==> src/rtl/fp_addsub_sched.sv <==
// Round-robin scheduler that time-shares one combinational add/sub unit between
// NREQ requesters: latch operands, let the unit settle, capture, and respond.
module fp_addsub_sched #(
  parameter int unsigned NREQ        = 2,
  parameter int unsigned EXP_BITS    = 8,
  parameter int unsigned SIG_BITS    = 23,
  parameter int unsigned WAIT_CYCLES = 2,
  localparam int unsigned FW         = 1 + EXP_BITS + SIG_BITS,
  localparam int unsigned IDW        = (NREQ > 1) ? $clog2(NREQ) : 1
) (
  input  logic                 clk,
  input  logic                 rst_n,
  input  logic [NREQ-1:0]      req_valid,
  output logic [NREQ-1:0]      req_ready,
  input  logic [NREQ*FW-1:0]   req_op_a,
  input  logic [NREQ*FW-1:0]   req_op_b,
  input  logic [NREQ-1:0]      req_opcode,
  output logic                 sign1,
  output logic                 sign2,
  output logic [EXP_BITS-1:0]  exp1,
  output logic [EXP_BITS-1:0]  exp2,
  output logic [SIG_BITS-1:0]  sig1,
  output logic [SIG_BITS-1:0]  sig2,
  output logic                 opcode,
  input  logic [FW-1:0]        fp_out,
  input  logic [2:0]           err_o,
  output logic                 resp_valid,
  input  logic                 resp_ready,
  output logic [IDW-1:0]       resp_id,
  output logic [FW-1:0]        resp_result,
  output logic [2:0]           resp_err,
  output logic                 busy
);

  localparam int unsigned CW = (WAIT_CYCLES > 1) ? $clog2(WAIT_CYCLES) : 1;

  typedef enum logic [1:0] {IDLE, EXEC, RESP} state_t;

  state_t          state, state_nxt;
  logic [IDW-1:0]  last;
  logic [IDW-1:0]  grant;
  logic [IDW-1:0]  idx;
  logic            grant_vld;
  logic [CW-1:0]   cnt;
  logic [FW-1:0]   op_a_sel, op_b_sel;
  logic            op_sel;
  logic            accept;
  logic            capture;

  // Scan starts just after the last winner, so a held request waits at most NREQ-1 ops.
  always_comb begin
    grant_vld = 1'b0;
    grant     = '0;
    idx       = '0;
    op_a_sel  = '0;
    op_b_sel  = '0;
    op_sel    = 1'b0;
    for (int unsigned i = 1; i <= NREQ; i++) begin
      idx = IDW'((32'(last) + i) % NREQ);
      if (!grant_vld && req_valid[idx]) begin
        grant_vld = 1'b1;
        grant     = idx;
      end
    end
    for (int unsigned i = 0; i < NREQ; i++) begin
      if (grant == IDW'(i)) begin
        op_a_sel = req_op_a[i*FW +: FW];
        op_b_sel = req_op_b[i*FW +: FW];
        op_sel   = req_opcode[i];
      end
    end
  end

  assign accept     = (state == IDLE) && grant_vld;
  assign capture    = (state == EXEC) && (cnt == '0);
  assign req_ready  = accept ? (NREQ'(1) << grant) : '0;
  assign resp_valid = (state == RESP);
  assign busy       = (state != IDLE);

  always_ff @(posedge clk or negedge rst_n) begin
    if (!rst_n) state <= IDLE;
    else        state <= state_nxt;
  end

  always_comb begin
    state_nxt = state;
    case (state)
      IDLE:    if (grant_vld)  state_nxt = EXEC;
      EXEC:    if (cnt == '0)  state_nxt = RESP;
      RESP:    if (resp_ready) state_nxt = IDLE;
      default: state_nxt = IDLE;
    endcase
  end

  always_ff @(posedge clk or negedge rst_n) begin
    if (!rst_n) begin
      sign1       <= 1'b0;
      exp1        <= '0;
      sig1        <= '0;
      sign2       <= 1'b0;
      exp2        <= '0;
      sig2        <= '0;
      opcode      <= 1'b0;
      resp_id     <= '0;
      resp_result <= '0;
      resp_err    <= '0;
      last        <= IDW'(NREQ - 1);
      cnt         <= '0;
    end else begin
      if (accept) begin
        sign1   <= op_a_sel[FW-1];
        exp1    <= op_a_sel[FW-2 -: EXP_BITS];
        sig1    <= op_a_sel[SIG_BITS-1:0];
        sign2   <= op_b_sel[FW-1];
        exp2    <= op_b_sel[FW-2 -: EXP_BITS];
        sig2    <= op_b_sel[SIG_BITS-1:0];
        opcode  <= op_sel;
        resp_id <= grant;
        last    <= grant;
        cnt     <= CW'(WAIT_CYCLES - 1);
      end else if ((state == EXEC) && (cnt != '0)) begin
        cnt <= cnt - 1'b1;
      end
      if (capture) begin
        resp_result <= fp_out;
        resp_err    <= err_o;
      end
    end
  end

endmodule

==> config.mk <==
export PLATFORM = sky130hd
export DESIGN_NAME = fp_addsub_sched
export DESIGN_NICKNAME = d
export VERILOG_FILES = /design/src/rtl/fp_addsub_sched.sv
export SDC_FILE = /design/constraint.sdc
export NUM_CORES = 1
export LEC_CHECK = 0
export CAP_MARGIN = 5
export CORE_MARGIN = 1
export CORE_UTILIZATION = 30
export CTS_BUF_LIST = sky130_fd_sc_hd__clkbuf_2 sky130_fd_sc_hd__clkbuf_4 sky130_fd_sc_hd__clkbuf_8
export CTS_CLUSTER_DIAMETER = 80
export DETAILED_ROUTE_END_ITERATION = 16
export PLACE_DENSITY = 0.7
export REMOVE_ABC_BUFFERS = 1
export SLEW_MARGIN = 10
export SYNTH_ARGS = -nofsm -noshare
export SYNTH_HDL_FRONTEND = slang
export SYNTH_SLANG_ARGS = --single-unit
==> constraint.sdc <==
create_clock -name clk -period 1.63 [get_ports clk]
set_clock_uncertainty 0.1 [all_clocks]
set_input_delay 0.326 -clock clk [delete_from_list [all_inputs] [get_ports clk]]
set_output_delay 0.326 -clock clk [all_outputs]
set_load 0.01 [all_outputs]
* Word-level counts from Yosys, hierarchy flattened *
Index checks and enable logic that the tools add are counted.

word-level totals
  register bits after elaboration = 105
  latch bits = 0
  bits in writable memories = 0
  ROM bits = 0
  input port bits = 170
  output and inout port bits = 105
  logic and storage cells = 52
  memories kept = 0

operators by class
  add/subtract/negate cells = 3
  $mul = 0
  div/mod/pow operators = 0
  $lt $le $gt $ge = 2
  equal/unequal tests = 5
  shifts and indexed selects = 1
  mux-type cells = 18
  bitwise operators = 1
  reduce and logical (&&, ||, !) cells = 9

operator list
  kind                   count
  $mux W32               2
  $mux W1                11
  $mux W2                4
  $pmux W2 S3            1
  $logic_and A1 B1 Y1    4
  $lt A1 B2 Y1 const B   2
  $ne A2 B2 Y1 const B   2
  $reduce_bool A2 Y1     2
  $reduce_and A3 Y1      1
  $add A1 B1 Y1 const B  2
  $eq A2 B1 Y1 const B   1
  $eq A2 B2 Y1 const B   1
  $logic_not A2 Y1       1
  $ne A2 B1 Y1 const B   1
  $shl A1 B1 Y2 const A  1
  $logic_not A1 Y1       1
  $not A1 Y1             1
  $sub A1 B1 Y1 const B  1

* Logic depth before layout (Yosys ltp) *
Gate-level depths: netlist of run 1.

  depth in word-level cells = 9
  mapped depth = 6
  depth with buffers taken out = 4

* Least setup slack after synthesis of run 1 *
Ideal clock, no wire load.

  kind = reg2reg
  start point = reg last
  end point = reg exp1[0]
  setup time = 126 ps
  data arrival time = 1399 ps
  required time = 1404 ps
  setup slack = 5 ps
  cell stages (with the launch flop) = 7
  buffers on the path = 3
  period minus slack after synthesis = 1625 ps
  cells stage by stage = dfstp_2 > nand2_1 > and3_1 > buf_2 > buf_6 > buf_2 > a221o_1

between the ends
  word-level cells in the longest chain between the ends = 8
  elaborated cells between the ends (all ways) = 14
  classes of those cells = add/sub: 2; mux: 9; reduce/logical: 3

RTL lines
  element                                                 line    text
  from (decl)                                             40      logic [IDW-1:0] last;
  from (signal assigned)                                  107     last <= IDW'(NREQ - 1);
  from (signal assigned)                                  119     last <= grant;
  $add A1 B1 Y1                                           59      idx = IDW'((32'(last) + i) % NREQ);
  $mux W1 (implied by the code) (2 in a row)              60      if (!grant_vld && req_valid[idx]) begin
  $mux W1                                                 60
  $logic_not A1 Y1                                        60
  $logic_and A1 B1 Y1                                     60
  $mux W1                                                 60
  $mux W32 / $logic_and A1 B1 Y1 (equally long branches)  66, 74
  to (signal assigned)                                    112     exp1 <= op_a_sel[FW-2 -: EXP_BITS];
  to (decl)                                               20      output logic [EXP_BITS-1:0] exp1,

Parallel ways exist; a longest one is shown, timed or not. The select of a mux whose other input is x is not followed.
A chain may end at the register's enable or synchronous reset.

* Worst setup path after layout of run 1 *
  start point = reg last
  end point = reg sig1[3]

between the ends
  word-level cells in the longest chain between the ends = 8
  elaborated cells between the ends (all ways) = 14
  classes of those cells = add/sub: 2; mux: 9; reduce/logical: 3

RTL lines
  element                                                 line    text
  $add A1 B1 Y1                                           59
  $mux W1 (implied by the code) (2 in a row)              60
  $mux W1                                                 60
  $logic_not A1 Y1                                        60
  $logic_and A1 B1 Y1                                     60
  $mux W1                                                 60
  $mux W32 / $logic_and A1 B1 Y1 (equally long branches)  66, 74
  to (signal assigned)                                    113     sig1 <= op_a_sel[SIG_BITS-1:0];
  to (decl)                                               22      output logic [SIG_BITS-1:0] sig1,

Parallel ways exist; a longest one is shown, timed or not. The select of a mux whose other input is x is not followed.

==> results of run 1 <==
-- state kept, by name, indices dropped and copies added, names as in the netlist, 2 cells and up --
register and cells:
exp1 8, exp2 8, resp_err 3, resp_result 32
sig1 23, sig2 23, state 2
-- cells by family (layout without fill, tap and decap cells) --
| family | count (synthesis) | in the layout | synth area share (%) |
|---|---|---|---|
| compound gates | 135 | 135 | 26.48 |
| buf+inv | 35 | 341 | 3.847 |
| simple gates | 11 | 11 | 1.329 |
| mux | 35 | 35 | 8.911 |
| flops | 105 | 105 | 59.43 |
-- through the flow --
| stage | setup slack (ns) | cell area [sq um] | setup TNS [ns] | std cells | util (%) |
|---|---|---|---|---|---|
| floorplan | -1.236 | 4264 | -100.04 | 289 | - |
| global placement | -0.5348 | 7497 | -23.23 | 767 | 51.78 |
| detailed placement | -0.5178 | 7497 | -24.14 | 767 | 51.78 |
| CTS | -0.3080 | 7836 | -11.79 | 791 | 54.12 |
| global route | -0.3402 | 8225 | -22.00 | 811 | 56.81 |
| finish | -0.2764 | 8225 | -16.51 | 811 | 56.81 |
-- where the power goes --
| group | total (uW) | switching [uW] | leakage (uW) | internal [uW] |
|---|---|---|---|---|
| sequential | 4590 | 675 | 0.00127 | 3910 |
| clock | 2160 | 902 | 0.000140 | 1260 |
| combinational | 8010 | 3370 | 0.00225 | 4640 |
| total | 14800 | 4950 | 0.00366 | 9800 |
-- critical path: stages, from the launching register on --
cell and delay [ns]:
dfstp_2 0.56, buf_6 0.10, nand2_2 0.04, and3_4 0.16
buf_4 0.14, buf_12 0.15, buf_12 0.13, clkbuf_16 0.15
a221o_1 0.29
-- routing by layer --
metal  vias up  part of all wire, %
li1       1865                    -
met1      2062                   39
met2       212                   50
met3        28                  8.3
met4         0                  2.4
met5         -                    0
-- cell usage in the layout (no fill, tap or decap) --
cell type / count
a21o_1: 3
a221o_1: 65
and3_4: 2
buf_12: 11
buf_16: 4
buf_2: 1
buf_4: 15
buf_6: 11
buf_8: 2
bufinv_16: 4
clkbuf_16: 8
clkbuf_8: 11
clkdlybuf4s50_1: 168
clkinv_2: 1
dfrtp_1: 104
dfstp_2: 1
dlygate4sd2_1: 101
dlygate4sd3_1: 1
inv_1: 2
inv_6: 1
mux2_2: 28
mux2_4: 7
nand2_1: 2
nand2_2: 1
nand2b_1: 1
nand2b_4: 1
nor2_4: 3
nor2b_4: 1
o21a_1: 65
o21ai_0: 2
-- final cells by class --
type	count	share of cell area (%)
Inverter	3	0.1977
Sequential cell	105	31.96
Tap cell	184	2.799
Multi-Input combinational cell	181	20.61
Timing Repair Buffer	322	41.07
Clock buffer	11	1.841
Clock inverter	5	1.521
-- repair_timing --
| action | 4_1_cts | 5_1_grt |
|---|---|---|
| pin swaps | 2 | 6 |
| cloned | 3 | 12 |
| buffers inserted | 4 | 10 |
| hold endpoints to repair | 104 | 0 |
| setup endpoints to repair | 170 | 101 |
| hold buffers | 1 | 0 |
| gates resized for setup | 132 | 26 |
-- path summary, 6_finish.rpt --
check	from	endpoint	slack (ns)	cells after the start
max	last	sig1[3]	-0.28	8
min	resp_id	resp_id	0.39	1
max reg2reg	last	sig1[3]	-0.28	8
min reg2reg	resp_id	resp_id	0.39	1
max in group asynchronous	rst_n	sig2[2]	0.53	3
min in group asynchronous	rst_n	resp_err[0]	0.42	3
==> reports/metrics.cfg, run 1 <==
[outcome]
status=finished, violations left
violations=negative setup slack

[hold_path]
holdCritPathClass=flop to flop

[clock_tree]
worstSkewPairLatency_ns=0.38
cts.clk_slew.worst_paths_ns=0.10
cts_sinks=105
root_buffer=clkbuf_8
cts_buffers=9
cts_tree=built
clock_path_buffers=2
ctsHtreeMaxLevel=3

[cells_and_area]
fin_nets=792
layout.area.seq_sq_mm=0.002629
multi_input_area_sq_mm=0.001695
nFillCells=1217
drive_above_1_share_pct=18.02
area_delta_synth_final_pct=85.97
n_antenna_cell=0

[worst_setup_path]
worstPathRequired_ns=1.81
cp_max_fo=7
critPathKind=flop to flop
start_kind=flop
cp-end-kind=flop
critical_path_arrival_ns=2.09

[yosys]
syn_area_per_cell_sq_um=13.78
synth_area_sq_mm=0.004423
synth-seq-cells=105
syn_inst=321
synth_most_common_cell=dfrtp_1
ys.flop_type=dfrtp_1
yosys-top-cells-area=dfrtp_1 59%, a221o_1 15%, o21a_1 11%
synth_common_cells=104 x dfrtp_1, 65 x a221o_1, 65 x o21a_1
synth_top_cell_area_share_pct=58.84
ys_seq_area_share_pct=59.43
async_reset_ff_share_pct=100.0
synth_edf_count=0
synth_cell_types=20
ys_warn_count=0
synth_top_cell_by_area=dfrtp_1

[grt]
grt_pass1_vias=4121
gr-total-overflow=0
use_met3_pct=5.812
use_met1_pct=21.98
grt_max_degree=106
grt_usage_pct=19.33
grt-busiest-layer=met2
grt_pass1_wl_mm=21.72
antenna_found_initial=0
gr-usage-met2_pct=32.96

[route]
drtPass1Iterations=7
via_per_inst=5.138
drc=0
drt_iter0_markers=134
routedWlPerCell_um=20.16
ant_nets=0
vias=4167
wl_mm=16.35

[timing]
max_freq_mhz=524.6
fin_hold_ws_ns=0.3900
setup_viol=105
worst_pin_slew_ns=0.6070
hold_violations=0
period_share_pct=117.0
rsz0062_at_grt=yes
fin_crit_ns=1.906
maxSlewHeadroom_pct=59.53
slew_viol_final=0
worst_slack_ns=-0.2764

[placed_design]
finalWeightedCongestion=0.7442
dpl.hpwl_mm=10.39
port_buffers=274

[pwr]
leakagePower_uw=0.003661
power_density_mw_per_mm2=1794
ir_drop_mv=0.6417
finalPower_uw=14750

[die]
rows=44
die_w_um=123.4
dieArea_sq_mm=0.01523
die_h_um=123.4
initial_core_util_pct=30.55
num_io_pins=275
fp.coreArea_sq_mm=0.01448

[flow_run]
max_cap_violations=0

(Power assumes the default switching activity.)
==> run 2, diff against run 1 <==
==> constraint.sdc (replaced) <==
create_clock -name clk -period 1.63 [get_ports clk]
set_clock_uncertainty 0.1 [all_clocks]
set_input_delay 0.326 -clock clk [delete_from_list [all_inputs] [get_ports clk]]
set_output_delay 0.326 -clock clk [all_outputs]
set_load 0.02 [all_outputs]
==> run 2 against run 1 <==
Net effect:
- the run still ends with negative setup slack left
- utilization increased by 0.95 points
- register-to-register slack gained 0.096 ns
- routed wire length up 2.6%
- cell count grew 0.12%
- non-clock buffer count grew 1
- first-iteration DRC count up 70%
==> reports/metrics.cfg, run 2 (synthesis results as in run 1) <==
[outcome]
status=finished, violations left
violations=negative setup slack

[placed_design]
port_buffers=274
finalWeightedCongestion=0.7228
dpl.hpwl_mm=10.52
dp.cells=769

[worst_setup_path]
cp_max_fo=3
critPathKind=flop to output port
reg2reg_slack_ns=-0.18
start_kind=flop
worstPathRequired_ns=1.20
critical_path_arrival_ns=1.48
cp-end-kind=output port

[timing]
max_freq_mhz=525.9
hold_violations=0
worst_slack_ns=-0.2714
rsz0062_at_grt=yes
setup_viol=103
worst_pin_slew_ns=0.3135
period_share_pct=116.7
fin_hold_ws_ns=0.1817
maxSlewHeadroom_pct=79.10
slew_viol_final=0
fin_crit_ns=1.901

[cells_and_area]
n_antenna_cell=0
fin_nets=793
area_delta_synth_final_pct=89.08
reg_top3=resp_result x32, sig1 x23, sig2 x23
mostFrequentLayoutCell=clkdlybuf4s50_1
mostFrequentLayoutCells=168 x clkdlybuf4s50_1, 103 x dfrtp_1, 101 x dlygate4sd2_1
regMostFlops=resp_result
drive_above_1_share_pct=18.15
layout.cells.non_filler=812
largest_reg_flops=32

[route]
drc=0
drt_iter0_markers=228
via_per_inst=5.087
wl_mm=16.78
ant_nets=0
vias=4131
routedWlPerCell_um=20.66
drtPass1Iterations=4

[grt]
grt_max_degree=58
grt_pass1_wl_mm=22.64
grt_usage_pct=19.81
gr-total-overflow=0
grt_pass1_vias=4323
antenna_found_initial=0

[die]
die_h_um=123.4
fp.coreArea_sq_mm=0.01448
die_w_um=123.4
dieArea_sq_mm=0.01523
initial_core_util_pct=30.55
rows=44
num_io_pins=275

[hold_path]
holdCritPathClass=input pin to async pin

[clock_tree]
cts_buffers=9
cts.clk_slew.worst_paths_ns=0.10
ctsHtreeMaxLevel=3
worstSkewPairLatency_ns=0.37
cts_tree=built
clock_path_buffers=2
cts_sinks=105
root_buffer=clkbuf_8

[pwr]
leakagePower_uw=0.003772
ir_drop_mv=0.7728
finalPower_uw=16070
power_density_mw_per_mm2=1922

[flow_run]
max_cap_violations=0

## run 2: worst max-delay path, cell delays in order, from the launching register on
cell and delay [ns]:
dfstp_2 0.56, nand2b_1 0.11, and3_4 0.21, buf_12 0.12, buf_12 0.10
## run 2: per-layer routing
| layer | global-route usage (%) | share of wire, % | vias to the layer above |
|---|---|---|---|
| li1 | - | - | 1861 |
| met1 | 22.40 | 40 | 2040 |
| met2 | 33.97 | 50 | 208 |
| met3 | 6.411 | 8.3 | 22 |
| met4 | 8.810 | 2.1 | 0 |
| met5 | 0 | 0 | - |
## run 2: final cells by class
cell class                 instances  area (sq um)
fill                            1239          6116
timing repair buffer             323          3478
sequential                       105          2630
clock buffer                      14         186.4
inverter                           3         16.27
multi-input combinational        181          1787
clock inverter                     2         35.03
tap                              184         230.2
## run 2: worst paths after layout
kind                               start             end  cells after the start
worst max-delay path                last    req_ready[0]                      4
max in group asynchronous          rst_n            last                      3
worst max register to register  state[1]  resp_result[7]                      5
min in group clk                 resp_id         resp_id                      1
worst min-delay path               rst_n     resp_err[0]                      2
worst min register to register   resp_id         resp_id                      1
## run 2: power by group
| part | leakage, uW | switching (uW) | total [uW] | internal [uW] |
|---|---|---|---|---|
| sequential | 0.00127 | 713 | 4630 | 3920 |
| clock | 0.000116 | 875 | 1770 | 895 |
| combinational | 0.00239 | 4510 | 9670 | 5160 |
## run 2: timing repair
item / CTS / global route
hold endpoints to repair: 104 / 0
setup buffers: 7 / 1
setup endpoints to repair: 105 / 71
resized for setup: 124 / 48
hold buffers: 1 / 0
pin swaps: 27 / 32
gates cloned: 3 / 15
## run 2: metrics by stage
step,setup WS [ns],instance area [sq um],TNS (ns),util (%)
6_report,-0.2714,8363,-9.634,57.76
2_1_floorplan,-1.236,4264,-100.33,-
5_1_grt,-0.3391,8363,-15.84,57.76
4_1_cts,-0.2970,7849,-5.153,54.21
3_3_place_gp,-0.2929,7545,-18.27,52.11
3_5_place_dp,-0.3231,7545,-19.90,52.11
==> run 3, diff against run 2 <==
--- a/config.mk
+++ b/config.mk
@@ -12,7 +12,6 @@
 export CTS_CLUSTER_DIAMETER = 80
 export DETAILED_ROUTE_END_ITERATION = 16
 export PLACE_DENSITY = 0.7
-export REMOVE_ABC_BUFFERS = 1
 export SLEW_MARGIN = 10
 export SYNTH_ARGS = -nofsm -noshare
 export SYNTH_HDL_FRONTEND = slang
==> run 3 against run 2 <==
Net effect:
- the flow still finishes with violations (negative setup slack)
- die area unchanged
- utilization decreased by 3.2 points
- hold slack improved by 0.0078 ns
- first-iteration DRC count decreased by 35%
- cell count decreased by 2.2%
- design area decreased by 5.5%
- combinational power decreased by 13%
- power decreased by 7.2%
- sequential share of layout area increased by 1.8 points
- critical path type unchanged
==> reports/metrics.cfg, run 3 (synthesis results as in run 1) <==
[worst_setup_path]
reg2reg_from=last
start_kind=flop
rr_worst_depth=4
worstPathRequired_ns=1.20
critical_path_arrival_ns=1.34
critPathKind=flop to output port
cp-end-kind=output port
slowest_stage=dfstp_2
cp_max_fo=3
crit_chain=nand2b_1 > and3_4 > buf_6
r2r-end=exp2[1]
reg2reg_slack_ns=0
cpPeakStageDelay_ns=0.55

[timing]
rsz0062_at_grt=yes
max_freq_mhz=566.2
period_share_pct=108.4
fin_crit_ns=1.766
worst_slack_ns=-0.1363
slew_viol_final=0
worst_pin_slew_ns=0.4125
hold_violations=0
maxSlewHeadroom_pct=72.50
setup_viol=3

[route]
vias=4033
routedWlPerCell_um=19.65
via_per_inst=5.079
wl_mm=15.60
ant_nets=0
drtPass1Iterations=4
drc=0
drt_iter0_markers=149

[pwr]
finalPower_uw=14910
ir_drop_mv=0.7568
power_density_mw_per_mm2=1886
leakagePower_uw=0.003529

[cells_and_area]
layout.cells.non_filler=794
largest_reg_flops=32
fin_nets=776
layout.area.seq_sq_mm=0.002629
mostFrequentLayoutCells=167 x clkdlybuf4s50_1, 104 x dfrtp_1, 101 x dlygate4sd2_1
n_antenna_cell=0
mostFrequentLayoutCell=clkdlybuf4s50_1
area_delta_synth_final_pct=78.73
drive_above_1_share_pct=15.57
multi_input_area_sq_mm=0.001719
reg_top3=resp_result x32, sig1 x23, sig2 x23
final_area_sq_mm=0.007905
nFillCells=1266
regMostFlops=resp_result

[outcome]
violations=negative setup slack
status=finished, violations left

[flow_run]
max_cap_violations=0

[placed_design]
dpl.hpwl_mm=10.08
finalWeightedCongestion=0.7416
port_buffers=274
placed_area_sq_mm=0.007460
dp.cells=765
place_ws_ns=-0.5644

[die]
die_w_um=123.4
fp.coreArea_sq_mm=0.01448
die_h_um=123.4
initial_core_util_pct=30.55
rows=44
dieArea_sq_mm=0.01523
num_io_pins=275

[grt]
grt_pass1_vias=4060
gr-total-overflow=0
antenna_found_initial=0
grt_pass1_wl_mm=21.13
grt_usage_pct=18.24
grt_max_degree=66

[clock_tree]
ctsHtreeMaxLevel=3
cts.clk_slew.worst_paths_ns=0.10
worstSkewPairLatency_ns=0.37
root_buffer=clkbuf_8
cts_tree=built
clock_path_buffers=2
cts_sinks=105
cts_buffers=9

[yosys]
synth_nets=491

[hold_path]
holdCritPathClass=input pin to async pin

==> run 3: cell types whose count changed in the layout (fill, tap and decap cells not counted), sizes merged <==
cell,before,now
buf,41,31
bufbuf,1,0
bufinv,1,2
clkbuf,25,16
clkdlybuf4s50,168,167
clkinvlp,0,1
dlymetal6s2s,0,1
==> run 3: power by group <==
| group | leakage [uW] | switching, uW | internal, uW |
|---|---|---|---|
| registers | 0.00127 | 674 | 3910 |
| logic | 0.00215 | 4230 | 4220 |
| clock network | 0.000112 | 928 | 945 |
| total | 0.00353 | 5830 | 9080 |
==> run 3: routing by layer <==
metal | track usage, % | part of all wire [%] | up-vias
met5 | 0 | 0 | -
met4 | 9.036 | 2.4 | 0
met3 | 3.690 | 5.5 | 30
met2 | 31.32 | 49 | 163
met1 | 21.62 | 43 | 2021
li1 | - | - | 1819
==> run 3: how the worst max path moves through the flow <==
stage / startpoint / to / slack, ns
after global routing: last / req_ready[0] / -0.20
final: last / req_ready[0] / -0.14
after global placement: req_valid[1] / req_ready[0] / -0.56
after detailed placement: req_valid[1] / req_ready[0] / -0.56
after CTS: last / req_ready[0] / -0.20
after floorplan: last / exp1[0] / 0.005
==> run 3: repair_timing <==
item	in CTS	in global routing
hold buffers	1	0
hold endpoints to repair	104	0
gates cloned	0	9
resized for setup	128	27
endpoints found under the setup margin	164	80
pin swaps	1	1
buffers inserted	0	4
==> run 3: layout make-up <==
type	count	share of cell area (%)
clock inverters	4	0.9655
flip-flops and latches	105	33.25
repair buffers	306	38.97
clock buffers	11	1.915
well taps	184	2.912
multi-input cells	181	21.75
inverters	3	0.2374
==> run 3: critical path: cells and delay by family (launching register included) <==
family,cells,cell delay [ns]
flip-flops,1,0.55
AND/OR/NAND/NOR,2,0.30
buffers and inverters,1,0.12
==> run 3: per-stage QoR <==
step | utilization (%) | TNS [ns] | hold slack (ns)
after floorplan | - | 0 | -0.06959
after CTS | 52.39 | -2.036 | 0.1525
after global placement | 51.52 | -29.64 | 0.03746
after detailed placement | 51.52 | -30.15 | 0.03706
after global routing | 54.60 | -2.587 | 0.1733
final | 54.60 | -0.2610 | 0.1895
